`src/rtl/mem_access_unit_pkg.sv`:
```
// Shared constants and FSM state type for the dataMemory initiator.
package mem_access_unit_pkg;

    localparam int unsigned DATA_W    = 16;
    localparam int unsigned ADDR_W    = 16;
    localparam int unsigned MEM_DEPTH = 128;
    localparam int unsigned ERRCNT_W  = 8;

    typedef enum logic [2:0] {
        StIdle,
        StRd,
        StCap,
        StWr,
        StResp
    } muState_e;

endpackage

```
`src/rtl/mem_access_unit_sat_counter.sv`:
```
// Up-counter that sticks at all-ones instead of wrapping.
module sat_counter #(
    parameter int unsigned ERRCNT_W = 8
) (
    input  logic                clk,
    input  logic                rst_n,
    input  logic                inc,
    output logic [ERRCNT_W-1:0] count
);

    logic [ERRCNT_W-1:0] countQ;

    always_ff @(posedge clk or negedge rst_n) begin
        if (!rst_n) begin
            countQ <= '0;
        end else if (inc && (countQ != '1)) begin
            countQ <= countQ + ERRCNT_W'(1);
        end
    end

    assign count = countQ;

endmodule

```
`src/rtl/mem_access_unit.sv`:
```
// Single-outstanding load/store initiator for the dataMemory port with
// address range checking and a saturating out-of-range counter.
module mem_access_unit #(
    parameter int unsigned DATA_W    = mem_access_unit_pkg::DATA_W,
    parameter int unsigned ADDR_W    = mem_access_unit_pkg::ADDR_W,
    parameter int unsigned MEM_DEPTH = mem_access_unit_pkg::MEM_DEPTH,
    parameter int unsigned ERRCNT_W  = mem_access_unit_pkg::ERRCNT_W
) (
    input  logic                clk,
    input  logic                rst_n,
    input  logic                req_valid,
    output logic                req_ready,
    input  logic                req_write,
    input  logic [ADDR_W-1:0]   req_addr,
    input  logic [DATA_W-1:0]   req_wdata,
    output logic                rsp_valid,
    input  logic                rsp_ready,
    output logic [DATA_W-1:0]   rsp_rdata,
    output logic                rsp_err,
    output logic [ADDR_W-1:0]   mem_addr,
    output logic [DATA_W-1:0]   mem_wdata,
    output logic                mem_write,
    output logic                mem_read,
    input  logic [DATA_W-1:0]   mem_rdata,
    output logic [ERRCNT_W-1:0] err_count
);

    import mem_access_unit_pkg::*;

    localparam logic [ADDR_W-1:0] DepthLimit = ADDR_W'(MEM_DEPTH);

    muState_e          stateQ, stateD;
    logic [ADDR_W-1:0] memAddrQ;
    logic [DATA_W-1:0] memWdataQ;
    logic [DATA_W-1:0] rdataQ;
    logic              errQ;
    logic              accept;
    logic              outOfRange;

    assign accept     = req_valid && (stateQ == StIdle);
    assign outOfRange = req_addr >= DepthLimit;

    always_ff @(posedge clk or negedge rst_n) begin
        if (!rst_n) begin
            stateQ <= StIdle;
        end else begin
            stateQ <= stateD;
        end
    end

    always_comb begin
        stateD = stateQ;
        unique case (stateQ)
            StIdle: begin
                if (req_valid) begin
                    if (outOfRange) begin
                        stateD = StResp;
                    end else if (req_write) begin
                        stateD = StWr;
                    end else begin
                        stateD = StRd;
                    end
                end
            end
            StRd:    stateD = StCap;
            StCap:   stateD = StResp;
            StWr:    stateD = StResp;
            StResp:  if (rsp_ready) stateD = StIdle;
            default: stateD = StIdle;
        endcase
    end

    always_comb begin
        req_ready = 1'b0;
        rsp_valid = 1'b0;
        mem_read  = 1'b0;
        mem_write = 1'b0;
        unique case (stateQ)
            StIdle:      req_ready = 1'b1;
            StRd, StCap: mem_read  = 1'b1;
            StWr:        mem_write = 1'b1;
            StResp:      rsp_valid = 1'b1;
            default:     req_ready = 1'b0;
        endcase
    end

    // The address/data registers double as the request latch; an out-of-range
    // request never touches them so the memory bus keeps its last value.
    always_ff @(posedge clk or negedge rst_n) begin
        if (!rst_n) begin
            memAddrQ  <= '0;
            memWdataQ <= '0;
            rdataQ    <= '0;
            errQ      <= 1'b0;
        end else begin
            if (accept) begin
                rdataQ <= '0;
                errQ   <= outOfRange;
                if (!outOfRange) begin
                    memAddrQ <= req_addr;
                    if (req_write) begin
                        memWdataQ <= req_wdata;
                    end
                end
            end
            // Sampling at the end of CAP suits both combinational and registered memories.
            if (stateQ == StCap) begin
                rdataQ <= mem_rdata;
            end
        end
    end

    assign mem_addr  = memAddrQ;
    assign mem_wdata = memWdataQ;
    assign rsp_rdata = rdataQ;
    assign rsp_err   = errQ;

    sat_counter #(
        .ERRCNT_W(ERRCNT_W)
    ) u_errCounter (
        .clk  (clk),
        .rst_n(rst_n),
        .inc  (accept && outOfRange),
        .count(err_count)
    );

endmodule
```
`config.mk`:
```
export PLATFORM = sky130hd
export DESIGN_NAME = mem_access_unit
export DESIGN_NICKNAME = d
export VERILOG_FILES = /design/src/rtl/mem_access_unit_pkg.sv /design/src/rtl/mem_access_unit_sat_counter.sv /design/src/rtl/mem_access_unit.sv
export SDC_FILE = /design/constraint.sdc
export NUM_CORES = 1
export LEC_CHECK = 0
export CORE_MARGIN = 2
export CORE_UTILIZATION = 41
export DETAILED_ROUTE_END_ITERATION = 10
export PLACE_DENSITY = 0.8
export SYNTH_ARGS = -nofsm -noshare
export SYNTH_HDL_FRONTEND = slang
export SYNTH_HIERARCHICAL = 1
export SYNTH_SLANG_ARGS = --single-unit
```
`constraint.sdc`:
```
create_clock -name clk -period 2.5 [get_ports clk]
set_clock_uncertainty 0.15 [all_clocks]
set_input_delay 0.5 -clock clk [delete_from_list [all_inputs] [get_ports clk]]
set_output_delay 0.5 -clock clk [all_outputs]
set_load 0.1 [all_outputs]
```
# Yosys cells after proc, flatten, opt, wreduce, memory -nomap -nowiden
# Cells that the tools add are included.
# word_totals
elab_cells	37
input_bits	53
ff_bits	60
output_inout_bits	61
# op_classes
n_bitwise	1
n_reduce_logical	10
eq_ne	7
magnitude_cmp	1
addsub	1
mux	11
# op_table
operator	n
two-way mux 16 bit	2
greater-or-equal comparator 16 x 8 -> 1 bit (second input constant)	1
case mux 3 bit (4 select lines)	1
two-way mux 3 bit	3
adder 8 x 1 -> 8 bit (second input constant)	1
inequality test 8 bit (second input constant)	1
equality test 3 x 2 -> 1 bit (second input constant)	2
two-way mux 1 bit	4
inequality test 2 bit (second input constant)	2
AND reduction 2 bit	2
OR reduction 2 bit	2
equality test 3 x 1 -> 1 bit (second input constant)	1
equality test 3 bit (second input constant)	1
logical AND 1 bit	3
logical NOT 3 bit	1
AND reduction 3 bit	1
two-way mux 2 bit	1
nonzero test 2 bit	1
inverter 1 bit	1

# Depth between registers and ports, before layout
# Gate-level depths: netlist of run 1.
# logic_depth
ltp_word	4
ltp_mapped	6
depth_no_buf	6

# By module
# The synthesis of run 1 kept the hierarchy.
# by_module_without_submodules
mod	seq_area_each_um2	n_inst	area_each_um2	cells_each
mem_access_unit	1301.2	1	2067.0	134
sat_counter	200.2	1	407.9	34

# Least setup slack after synthesis of run 1
# OpenSTA, ideal clock, no wires.
# synth_timing
path_kind	register to output
startpoint	register stateQ[1]
endpoint	output rsp_valid
arrival_ps	2745
setup_slack_ps	-895
stages_incl_launch_ff	3
path_buffers	1
required_ps	1850
cell_sequence	dfrtp_1 > buf_6 > nor3b_1
# synth_via
elab_chain_len	2
# synth_lines
item	line	source
start, declared	mem_access_unit.sv:32	muState_e stateQ, stateD;
start signal, assigned	mem_access_unit.sv:45	stateQ <= StIdle;
start signal, assigned	mem_access_unit.sv:47	stateQ <= stateD;
equality test 3 bit	mem_access_unit.sv:78	unique case (stateQ)
two-way mux 1 bit	mem_access_unit.sv:78	
end, declared	mem_access_unit.sv:16	output logic rsp_valid,
# Every way passes these cells.

# Final worst setup path of run 1
# layout_timing
startpoint	input req_addr[11]
endpoint	register u_errCounter.countQ[5] (netlist: u_errCounter/count[5])
# layout_via
elab_chain_len	3
# layout_lines
item	line	source
start, declared	mem_access_unit.sv:14	input logic [ADDR_W-1:0] req_addr,
greater-or-equal comparator 16 x 8 -> 1 bit	mem_access_unit.sv:41	assign outOfRange = req_addr >= DepthLimit;
logical AND 1 bit	mem_access_unit.sv:123	.inc (accept && outOfRange),
logical AND 1 bit	mem_access_unit_sat_counter.sv:16	end else if (inc && (countQ != '1)) begin
end signal, assigned	mem_access_unit_sat_counter.sv:17	countQ <= countQ + ERRCNT_W'(1);
end, declared	mem_access_unit_sat_counter.sv:11	logic [ERRCNT_W-1:0] countQ;
# Every way passes these cells.
# A chain may end at the register's enable or synchronous reset.

==> reports/metrics.cfg, run 1 <==
[status]
outcome = finished clean

[setup_path]
cp_max_fo = 3
crit_type = input port to flop
cp-start-kind = input port
end_kind = flop
crit_arrival_ns = 2.27
required_ns = 2.56

[power]
pwr_density_cell_nw_per_um2 = 706
intPower_mw = 1.72
seqPwrFrac_pct = 41.2
switching_share_pct = 36.1
comb_power_share_pct = 28.8
total_power_mw = 2.70
power.leakage_nw = 1.89
netSwitchingPower_mw = 0.973
ir_drop_uv = 639
power_frac_clock_pct = 30.0

[sta]
hold_viol_final = 0
setup_slack_ns = 0.288
layout_min_cycle_time_ns = 2.21
worst_pin_slew_ns = 1.03
slew_headroom_pct = 31.0
rsz0062_at_grt = no
fin_crit_sh_pct = 88.5
max_freq_mhz = 452
drv_slew = 0
setup_viol = 0

[floorplanning]
core.rowCount = 28
start_util_pct = 42.0
core_area_sq_um = 5890
num_io_pins = 114
dieArea_sq_um = 6670
fp.dieW_um = 81.7
die_h_um = 81.7

[synthesis]
ys_top_cells_by_area = dfrtp_1 61%, mux2_4 6.7%, mux2_2 5.9%
yosysWarnings = 6
synth_seq_cells = 60
yosysSeqAreaShare_pct = 60.7
dominantRegCellSynth = dfrtp_1
synth_edf_count = 0
avgSynthCellArea_sq_um = 14.7
synth_nets = 222
async_flop_share_pct = 100
syn_area_sq_um = 2470
ys_types = 40
syn_inst = 168
yosysTopAreaCell = dfrtp_1
yosys.area.top_type_share_pct = 60.7

[finish]
antenna_cells = 0
instances_no_fill = 374
drive_gt1_share_pct = 41.8
syn2layout_area_growth_pct = 54.2
fin_nets = 349

[drt]
via_per_inst = 4.98
detail_route.wl_per_cell_um = 15.1
drt_iter0_drc = 58
firstDrtPassIters = 4
drc_errors = 0
postRouteAntennaNets = 0
dr_total_vias = 1862
drt-total-wl_mm = 5.65

[global_route]
grt_max_degree = 32
first_global_vias = 1842
track_usage_pct = 17.8
grt_pass1_wl_mm = 8.91
overflow = 0
antenna_found_initial = 0

[place]
port_buffers = 113
gp_congestion = 0.718
place_worst_setup_slack_ns = -0.0742
place_hpwl_mm = 4.10
dp.cells = 359

[clock_network]
cts_buffers = 9
cts_max_level = 3
cts_root_buffer = clkbuf_8
cts-resized-gates = 1
clock-sinks = 60
clk_latency_ns = 0.32
clk_pin_slew_ns = 0.06
cts_hold_buffers = 0
cts_buffer_depth = 2
cts_tree = built
post_cts_buffers = 0

[min_path]
hp-class = input port to asynchronous set/reset pin

[flow_run]
max_cap_viol_count = 0

## registers in the layout, indices dropped and copies added, names as in the netlist
name                cells
mem_addr               16
mem_wdata              16
rsp_err                 1
rsp_rdata              16
stateQ                  3
u_errCounter/count      8
## per-stage QoR
step	util [%]	area (sq um)	hold slack, ns	setup TNS [ns]
after floorplan	-	2490	0.0544	0
after global placement	61.6	3620	0.321	-0.101
after detailed placement	61.6	3620	0.323	-0.534
after CTS	64.9	3820	0.103	0
after global routing	64.9	3820	0.128	0
final	64.9	3820	0.0816	0
## worst paths after layout
path,cells after the start,start,to,slack (ns)
worst max-delay path,8,req_addr[11],u_errCounter/count[5]$_DFFE_PN0P_,0.29
worst min-delay path,1,rst_n,u_errCounter/count[4]$_DFFE_PN0P_,0.08
worst max register to register,3,stateQ[1]$_DFFE_PN0P_,rsp_rdata[9]$_DFFE_PN0P_,0.29
worst min register to register,1,mem_addr[7]$_DFFE_PN0P_,mem_addr[7]$_DFFE_PN0P_,0.34
max in group asynchronous,2,rst_n,rsp_rdata[4]$_DFFE_PN0P_,1.51
min in group clk,1,mem_addr[7]$_DFFE_PN0P_,mem_addr[7]$_DFFE_PN0P_,0.34
## critical path, cell delays in order
cell and delay, ns:
clkdlybuf4s50_1 0.41, nor4_2 0.31, buf_4 0.17, nand3_1 0.09, and2_2 0.22, and4_4 0.20
nand3_2 0.07, mux2_4 0.29
## synth_stat cells, drive strengths merged, types with 3 or more instances
cell / instances
nor2: 5
and2: 11
nand2: 3
buf: 5
nand3: 4
nor3: 3
nor3b: 3
clkbuf: 3
mux2: 25
inv: 3
a22o: 16
dfrtp: 60
## cell usage in the layout (no fill, tap or decap), drive strengths merged
cell type	Yosys	layout
buf	5	73
dfrtp	60	60
clkdlybuf4s50	0	51
mux2	25	25
a22o	16	16
clkbuf	3	14
and2	11	11
nor2	5	5
nand3	4	4
inv	3	3
nand2	3	3
nor3	3	3
nor3b	3	3
xnor2	2	2
o21a	2	2
a31oi	2	2
a21oi	2	2
a41oi	2	2
nor4b	2	2
nand4	2	2
and4	2	2
and2b	1	1
nor4	1	1
a221o	1	1
o41ai	1	1
clkinv	0	1
and3	1	1
a311oi	1	1
xor2	1	1
o211ai	1	1
o21ai	1	1
a21boi	1	1
ha	1	1
## final cells by class
type,instances,area (sq um)
well taps,75,93.8
fillers,477,2070
clock inverters,1,5.00
clock buffers,14,183
inverters,3,11.3
multi-input cells,97,905
repair buffers,124,1120
flip-flops and latches,60,1500
## cells by family after synthesis
family / count (synthesis) / share of synthesized area (%)
flip-flops: 60 / 60.7
AND/OR/NAND/NOR: 38 / 11.0
AO/OA/AOI/OAI: 30 / 10.2
multiplexers: 25 / 13.0
buffers and inverters: 11 / 3.54
XOR/XNOR: 3 / 1.06
adder cells (fa/ha/maj): 1 / 0.505
## power groups by stage
stage / clock (mW) / sequential [mW] / combinational (mW)
finish: 0.809 / 1.11 / 0.778
CTS: 0.827 / 1.11 / 0.783
floorplan: 0 / 1.47 / 0.172
global route: 0.873 / 1.12 / 0.820
detailed placement: 0 / 1.13 / 0.780
global placement: 0 / 1.12 / 0.771
## metal layers
layer  wire length (um)  GRT usage [%]  up-vias
met2               2700           27.9       72
li1                   -              -      868
met5                  0              0        -
met3                482           6.48        8
met1               2390           22.3      914
met4                 80           7.50        0
Power figures use the tool's default switching activity.
==> run 2, diff against run 1 <==
==> constraint.sdc (replaced) <==
create_clock -name clk -period 2.5 [get_ports clk]
set_clock_uncertainty 0.15 [all_clocks]
set_input_delay 0.375 -clock clk [delete_from_list [all_inputs] [get_ports clk]]
set_output_delay 0.375 -clock clk [all_outputs]
set_load 0.1 [all_outputs]
==> reports/metrics.cfg, run 2 (synthesis gave the netlist of run 1 again) <==
[clock_network]
cts_buffer_depth = 2  ; unchanged
clk_pin_slew_ns = 0.06  ; about the same
cts_root_buffer = clkbuf_8  ; unchanged
clock-sinks = 60  ; unchanged
cts_max_level = 3  ; unchanged
clk_latency_ns = 0.33  ; was 0.32 ns
cts_buffers = 9  ; unchanged
cts_tree = built  ; unchanged
post_cts_buffers = 0  ; unchanged

[finish]
drive_gt1_share_pct = 40.5  ; was 41.8%
final_common_cell = buf_4  ; unchanged
finalCoreUtilization_pct = 64.6  ; was 64.9%
syn2layout_area_growth_pct = 53.7  ; was 54.2%
postLayoutCellArea_sq_um = 3800  ; was 3820 sq um
instances_no_fill = 371  ; was 374
fillers = 473  ; was 477
antenna_cells = 0  ; unchanged
fin_nets = 345  ; was 349
final_cell_mix = 63 x buf_4, 60 x dfrtp_1, 51 x clkdlybuf4s50_1  ; was 67 x buf_4, 60 x dfrtp_1, 51 x clkdlybuf4s50_1

[sta]
hold_viol_final = 0  ; unchanged
rsz0062_at_grt = no  ; unchanged
setup_slack_ns = 0.368  ; was 0.288 ns
hold-worst-slack_ns = 0.336  ; was 0.0816 ns
slew_headroom_pct = 34.4  ; was 31.0%
fin_tns_setup_ns = 0  ; unchanged
drv_slew = 0  ; unchanged
max_freq_mhz = 469  ; was 452 MHz
fin_crit_sh_pct = 85.3  ; was 88.5%
worst_pin_slew_ns = 0.980  ; was 1.03 ns
setup_viol = 0  ; unchanged
layout_min_cycle_time_ns = 2.13  ; was 2.21 ns

[place]
postPlaceCellArea_sq_um = 3570  ; was 3620 sq um
dp.cells = 354  ; was 359
place_worst_setup_slack_ns = 0.0636  ; was -0.0742 ns
port_buffers = 113  ; unchanged
place_hpwl_mm = 4.07  ; was 4.10 mm
gp_congestion = 0.760  ; was 0.718

[min_path]
min_to = mem_addr[13]$_DFFE_PN0P_
hp-class = flop to flop  ; was input port to asynchronous set/reset pin
hold_start = mem_addr[13]$_DFFE_PN0P_
min_path_cells = 1

[drt]
via_per_inst = 4.99  ; was 4.98
dr_total_vias = 1851  ; was 1862
drt-total-wl_mm = 5.64  ; was 5.65 mm
postRouteAntennaNets = 0  ; unchanged
drc_errors = 0  ; unchanged
firstDrtPassIters = 4  ; unchanged
detail_route.wl_per_cell_um = 15.2  ; was 15.1 um
drt_iter0_drc = 75  ; was 58

[setup_path]
ff2ff_path_depth = 3  ; unchanged
crit_type = flop to flop  ; was input port to flop
ff2ff_setup_slack_ns = 0.37  ; was 0.29 ns
end_kind = flop  ; unchanged
reg2reg_from = stateQ[1]$_DFFE_PN0P_  ; unchanged
cp_max_fo = 17  ; was 3
required_ns = 2.56  ; about the same
cp-start-kind = flop  ; was input port
crit_arrival_ns = 2.19  ; was 2.27 ns
r2r_end = rsp_rdata[3]$_DFFE_PN0P_  ; was rsp_rdata[9]$_DFFE_PN0P_

[floorplanning]
fp.dieW_um = 81.7  ; unchanged
core.rowCount = 28  ; unchanged
core_area_sq_um = 5890  ; unchanged
dieArea_sq_um = 6670  ; unchanged
num_io_pins = 114  ; unchanged
start_util_pct = 42.0  ; unchanged
die_h_um = 81.7  ; unchanged

[power]
seqPwrFrac_pct = 39.3  ; was 41.2%
pwr_density_cell_nw_per_um2 = 740  ; was 706 nW/um^2
netSwitchingPower_mw = 0.982  ; was 0.973 mW
intPower_mw = 1.83  ; was 1.72 mW
comb_power_share_pct = 27.0  ; was 28.8%
total_power_mw = 2.81  ; was 2.70 mW
ir_drop_uv = 725  ; was 639 uV
power_frac_clock_pct = 33.7  ; was 30.0%
power.leakage_nw = 1.88  ; was 1.89 nW
switching_share_pct = 34.9  ; was 36.1%

[global_route]
track_usage_pct = 17.6  ; was 17.8%
overflow = 0  ; unchanged
grt_pass1_wl_mm = 8.66  ; was 8.91 mm
antenna_found_initial = 0  ; unchanged
first_global_vias = 1878  ; was 1842
grt_max_degree = 36  ; was 32

[flow_run]
max_cap_viol_count = 0  ; unchanged

[status]
outcome = finished clean  ; unchanged

## run 2: cell types whose count changed in the layout (fill, tap and decap cells not counted)
cell and delta:
buf_12 -1, buf_4 -4, bufinv_16 +2, clkbuf_8 -3, clkinv_2 +2, dlygate4sd3_1 +1
nor2_1 +1, nor2_2 -1
## run 2: layer usage
layer,global-route usage [%],routed length (um),vias up
met4,10.3,125,0
met3,5.16,465,11
met1,21.6,2490,892
met5,0,0,-
met2,27.5,2550,86
li1,-,-,862
## run 2: worst max-delay path, cell delays in order, from the launching register on
cell and delay (ns):
dfrtp_1 0.55, nor3b_4 0.63, nor2_1 0.40, a22o_1 0.28
## run 2: cell type report
type | count | area (sq um) | area share [%]
Clock buffer | 11 | 141 | 3.72
Clock inverter | 5 | 75.1 | 1.97
Inverter | 3 | 11.3 | 0.296
Multi-Input combinational cell | 97 | 902 | 23.7
Sequential cell | 60 | 1500 | 39.5
Tap cell | 75 | 93.8 | 2.47
Timing Repair Buffer | 120 | 1080 | 28.4
## run 2: how the worst max path moves through the flow
stage                               start                                end  slack, ns  cells past startpoint
finish              stateQ[1]$_DFFE_PN0P_           rsp_rdata[3]$_DFFE_PN0P_       0.37                      3
global placement             req_addr[11]  u_errCounter/count[5]$_DFFE_PN0P_       0.03                      8
global route        stateQ[1]$_DFFE_PN0P_           rsp_rdata[3]$_DFFE_PN0P_       0.19                      3
CTS                 stateQ[1]$_DFFE_PN0P_           rsp_rdata[3]$_DFFE_PN0P_       0.33                      3
detailed placement           req_addr[11]  u_errCounter/count[5]$_DFFE_PN0P_       0.06                      8
floorplan           stateQ[0]$_DFFE_PN0P_                           mem_read       0.11                      3
## run 2: repair_timing
| item | CTS | global route |
|---|---|---|
| hold buffers | 1 | 0 |
| gates resized for setup | 1 | 0 |
| setup endpoints to repair | 1 | 0 |
| endpoints found under the hold margin | 25 | 0 |
## run 2: power by group through the flow
stage | Sequential (mW) | Combinational, mW | Clock [mW]
after CTS | 1.11 | 0.766 | 0.977
after global routing | 1.12 | 0.794 | 1.02
after floorplan | 1.47 | 0.171 | 0
final | 1.10 | 0.760 | 0.949
after detailed placement | 1.12 | 0.763 | 0
after global placement | 1.12 | 0.754 | 0
